<file path="config.mk">
export PLATFORM = sky130hd
export DESIGN_NAME = fifo_share_ctrl
export DESIGN_NICKNAME = d
export VERILOG_FILES = /design/src/rtl/fifo_share_ctrl.sv
export SDC_FILE = /design/constraint.sdc
export NUM_CORES = 1
export LEC_CHECK = 0
export CAP_MARGIN = 20
export CORE_ASPECT_RATIO = 1.5
export CORE_MARGIN = 3
export CORE_UTILIZATION = 43
export CTS_CLUSTER_DIAMETER = 40
export CTS_CLUSTER_SIZE = 14
export DETAILED_ROUTE_END_ITERATION = 8
export PLACE_DENSITY = 0.87
export SKIP_CTS_REPAIR_TIMING = 1
export SLEW_MARGIN = 10
export SYNTH_ARGS = -nofsm -noshare
export SYNTH_HDL_FRONTEND = slang
export SYNTH_SLANG_ARGS = --single-unit
export TNS_END_PERCENT = 5
</file>
<file path="constraint.sdc">
create_clock -name clk -period 8.6 [get_ports clk]
set_clock_uncertainty 0.2 [all_clocks]
set_input_delay 1.29 -clock clk [delete_from_list [all_inputs] [get_ports clk]]
set_output_delay 1.29 -clock clk [all_outputs]
set_load 0.05 [all_outputs]
</file>
<file path="src/rtl/fifo_share_ctrl.sv">
// Two-producer, one-consumer FIFO controller in front of an external RAM with a combinational read.
// Producers are arbitrated round-robin, and the popped word is registered on rd_data.
module fifo_share_ctrl #(
    parameter int DATA_WIDTH = 8,
    parameter int ADDR_WIDTH = 3
) (
    input  logic                  clk,
    input  logic                  rst,
    input  logic                  req0,
    input  logic [DATA_WIDTH-1:0] data0,
    output logic                  gnt0,
    input  logic                  req1,
    input  logic [DATA_WIDTH-1:0] data1,
    output logic                  gnt1,
    input  logic                  rd_en,
    output logic [DATA_WIDTH-1:0] rd_data,
    output logic                  rd_valid,
    output logic                  mem_wr_en,
    output logic [ADDR_WIDTH-1:0] mem_wr_addr,
    output logic [DATA_WIDTH-1:0] mem_wr_data,
    output logic [ADDR_WIDTH-1:0] mem_rd_addr,
    input  logic [DATA_WIDTH-1:0] mem_rd_data,
    output logic                  full,
    output logic                  empty,
    output logic [ADDR_WIDTH:0]   count,
    output logic                  ovf,
    output logic                  udf
);

    localparam logic [ADDR_WIDTH:0] PTR_ONE = 1;

    logic [ADDR_WIDTH:0]   wr_ptr_q, wr_ptr_d;
    logic [ADDR_WIDTH:0]   rd_ptr_q, rd_ptr_d;
    logic [ADDR_WIDTH:0]   count_q, count_d;
    // last_grant_q = 1 means producer 1 won most recently.
    logic                  last_grant_q, last_grant_d;
    logic [DATA_WIDTH-1:0] rd_data_q, rd_data_d;
    logic                  rd_valid_q, rd_valid_d;
    logic                  ovf_q, ovf_d;
    logic                  udf_q, udf_d;
    logic                  grant0, grant1, wr_fire, rd_fire;

    assign empty = (wr_ptr_q == rd_ptr_q);
    assign full  = (wr_ptr_q[ADDR_WIDTH] != rd_ptr_q[ADDR_WIDTH]) &&
                   (wr_ptr_q[ADDR_WIDTH-1:0] == rd_ptr_q[ADDR_WIDTH-1:0]);

    always_comb begin
        grant0 = 1'b0;
        grant1 = 1'b0;
        if (!rst && !full) begin
            if (req0 && req1) begin
                grant0 = last_grant_q;
                grant1 = ~last_grant_q;
            end else begin
                grant0 = req0;
                grant1 = req1;
            end
        end
    end

    assign wr_fire = grant0 | grant1;
    assign rd_fire = rd_en & ~empty & ~rst;

    always_comb begin
        wr_ptr_d     = wr_ptr_q;
        rd_ptr_d     = rd_ptr_q;
        count_d      = count_q;
        last_grant_d = last_grant_q;
        rd_data_d    = rd_data_q;
        rd_valid_d   = rd_fire;
        ovf_d        = ovf_q | ((req0 | req1) & full);
        udf_d        = udf_q | (rd_en & empty);
        if (wr_fire) begin
            wr_ptr_d     = wr_ptr_q + PTR_ONE;
            last_grant_d = grant1;
        end
        if (rd_fire) begin
            rd_ptr_d  = rd_ptr_q + PTR_ONE;
            rd_data_d = mem_rd_data;
        end
        if (wr_fire && !rd_fire) begin
            count_d = count_q + PTR_ONE;
        end else if (rd_fire && !wr_fire) begin
            count_d = count_q - PTR_ONE;
        end
    end

    always_ff @(posedge clk) begin
        if (rst) begin
            wr_ptr_q     <= '0;
            rd_ptr_q     <= '0;
            count_q      <= '0;
            last_grant_q <= 1'b1;
            rd_data_q    <= '0;
            rd_valid_q   <= 1'b0;
            ovf_q        <= 1'b0;
            udf_q        <= 1'b0;
        end else begin
            wr_ptr_q     <= wr_ptr_d;
            rd_ptr_q     <= rd_ptr_d;
            count_q      <= count_d;
            last_grant_q <= last_grant_d;
            rd_data_q    <= rd_data_d;
            rd_valid_q   <= rd_valid_d;
            ovf_q        <= ovf_d;
            udf_q        <= udf_d;
        end
    end

    assign gnt0        = grant0;
    assign gnt1        = grant1;
    assign mem_wr_en   = wr_fire;
    assign mem_wr_addr = wr_ptr_q[ADDR_WIDTH-1:0];
    assign mem_wr_data = grant0 ? data0 : (grant1 ? data1 : '0);
    assign mem_rd_addr = rd_ptr_q[ADDR_WIDTH-1:0];
    assign rd_data     = rd_data_q;
    assign rd_valid    = rd_valid_q;
    assign count       = count_q;
    assign ovf         = ovf_q;
    assign udf         = udf_q;

endmodule

</file>
==> flow_summary_export.csv <==
group,metric,value,unit
global_routing,grt_max_degree,24,
floorplanning,core.rowCount,23,
sta,rsz0062_at_grt,"no",
floorplanning,core-area,0.002763,mm^2
routing,wire_per_inst,15.09,um
global_routing,grt-ovfl-total,0,
placement,gp_congestion,0.8139,
yosys,synthArstFlopShare,0,%
yosys,synth_edf_count,0,
yosys,synth_ff_type,"dfxtp_1",
layout,area_growth,52.05,%
setup_path,arrival,4.06,ns
yosys,synth_top_area_share,37.57,%
setup_path,cp.required,7.11,ns
yosys,synth_nets,165,
setup_path,criticalPathCategory,"in2out",
routing,viasPerCell,5.277,
clocking,numCtsBuffers,3,
layout,post-route-util,70.38,%
sta,fmax,0.1802,GHz
setup_path,crit_path_max_fanout,23,
global_routing,gr-usage-all-layers,18.89,%
placement,place_hpwl,2.703,mm
status,outcome,"finished, final reports clean",
global_routing,grt_pass1_wl,5.416,mm
clocking,ctsRootBufferMaster,"clkbuf_8",
layout,antennaDiodeCount,0,
sta,hold_violations,0,
routing,dr_total_vias,1182,
layout,fin_nets,223,
yosys,synth_warnings,0,
floorplanning,die_y,72.79,um
yosys,yosysSeqAreaShare,37.57,%
clocking,clock_path_buffers,2,
sta,finalSetupTns,0,ns
layout,final_common_cell,"clkdlybuf4s50_1",
floorplanning,dieWidth,50.53,um
pwr,cellPowerDensity,230.1,mW/mm^2
worst_hold_path,hp-class,"reg2reg",
yosys,synth_area_per_cell,9.836,um^2
placement,io_buffers,62,
global_routing,antenna_found_initial,0,
yosys,synthTopCellsByArea,"dfxtp_1 (38%), mux2i_1 (8.6%), nor2_1 (5.9%)",
sta,period_share,64.54,%
yosys,synthDistinctLibCells,31,
yosys,postSynthCellCount,130,
clocking,cts_tree,"yes",
yosys,yosys_register_bits,24,
routing,dr.pass1.iters,4,
setup_path,start_kind,"input pin",
routing,ant_nets,0,
global_routing,grt_pass1_vias,1135,
floorplanning,io_pins,63,
clocking,clkTransAtPathRegs,0.08,ns
floorplanning,fp.dieArea,0.003678,mm^2
pwr,ir_drop,0.0001512,V
layout,n_fill_cell,224,
clocking,cts-htree-levels,1,
yosys,synth_top_area_cell,"dfxtp_1",
clocking,cts.sinks,24,
layout,final_cell_mix,"clkdlybuf4s50_1 (62), dfxtp_1 (24), nor2_1 (20), mux2i_1 (11), a22o_1 (8)",
run,cap_violations,0,
yosys,netlist_area,0.001279,mm^2
setup_path,crit_path_end_kind,"output pin",
clocking,clock_latency,0.26,ns
layout,layout-drive-gt1-share,8.021,%
sta,tightest_slew,0.7728,ns
floorplanning,start_util,46.29,%
sta,drv_slew,0,
routing,wirelength,3.381,mm
routing,first_iter_violations,17,
routing,drcViolationCount,0,
sta,setup_viol,0,
pwr,p_leak,0.7978,nW
pwr,power,0.0004473,W
sta,min_period,5.551,ns
sta,slew_headroom,48.32,%
-- report_power, final --
group          switching [W]  internal [W]
Clock              0.0000339     0.0000408
Sequential         0.0000175      0.000129
Combinational       0.000139     0.0000875
-- through the flow --
| step | hold WS [ns] | instances | cell area (um^2) | setup WS (ns) |
|---|---|---|---|---|
| final | 0.2797 | 224 | 1944 | 3.049 |
| after global placement | 0.2542 | 220 | 1889 | 3.130 |
| after floorplan | 0.2942 | 130 | 1279 | 4.320 |
| after global routing | 0.2980 | 224 | 1944 | 2.840 |
| after CTS | 0.2852 | 224 | 1944 | 3.031 |
| after detailed placement | 0.2648 | 220 | 1889 | 3.041 |
-- synthesized netlist by cell type, drive strengths merged, types with 2 or more instances --
master and instances:
o311ai 2, inv 7, or3 3, mux2 2, nor2b 2, nor4 2
a21oi 7, dfxtp 24, nor2 22, nand3 3, a22o 8, xor2 6
xnor2 2, clkbuf 3, ha 5, o41ai 3, a211oi 2, mux2i 11
o21ai 5, buf 7
-- cell families after synthesis --
kind of cell | synth area share, %
AO/OA/AOI/OAI | 19.18
adder cells (fa/ha/maj) | 6.458
flip-flops | 37.57
buffers and inverters | 7.045
multiplexers | 10.67
AND/OR/NAND/NOR | 12.43
XOR/XNOR | 6.653
-- routing by layer --
metal | share of wire (%) | vias up | track usage, %
met5 | 0 | - | 0
met4 | 1.7 | 0 | 7.186
met3 | 9.1 | 7 | 4.703
met2 | 53 | 56 | 36.63
met1 | 36 | 552 | 18.75
li1 | - | 567 | -
-- cell type report --
cell class | instances | area, um^2 | area share, %
Tap cell | 37 | 46.29 | 2.381
Clock buffer | 4 | 55.05 | 2.831
Inverter | 7 | 26.28 | 1.351
Sequential cell | 24 | 480.5 | 24.71
Multi-Input combinational cell | 89 | 708.2 | 36.42
Timing Repair Buffer | 63 | 628.1 | 32.30
-- path summary, 6_finish.rpt --
kind / start / to / slack (ns) / depth (start not counted)
setup / recovery: rst / mem_wr_data[3] / 3.05 / 6
hold / removal: ovf$_SDFF_PP0_ / ovf$_SDFF_PP0_ / 0.28 / 2
setup reg to reg: wr_ptr_q[0]$_SDFFE_PP0P_ / count[3]$_SDFFE_PP0P_ / 5.30 / 10
hold reg to reg: ovf$_SDFF_PP0_ / ovf$_SDFF_PP0_ / 0.28 / 2
-- registers in the layout, indices dropped and copies added (netlist names) --
| signal | flops |
|---|---|
| rd_ptr_q | 4 |
| rd_valid | 1 |
| udf | 1 |
| count | 4 |
| rd_data | 8 |
| ovf | 1 |
| wr_ptr_q | 4 |
| last_grant_q | 1 |
-- critical path: stages --
cell             delay (ns)
clkdlybuf4s50_1        0.81
inv_1                  0.33
o41ai_4                0.19
a211oi_4               0.42
a22o_1                 0.22
clkdlybuf4s50_1        0.80
(Power assumes the default switching activity.)
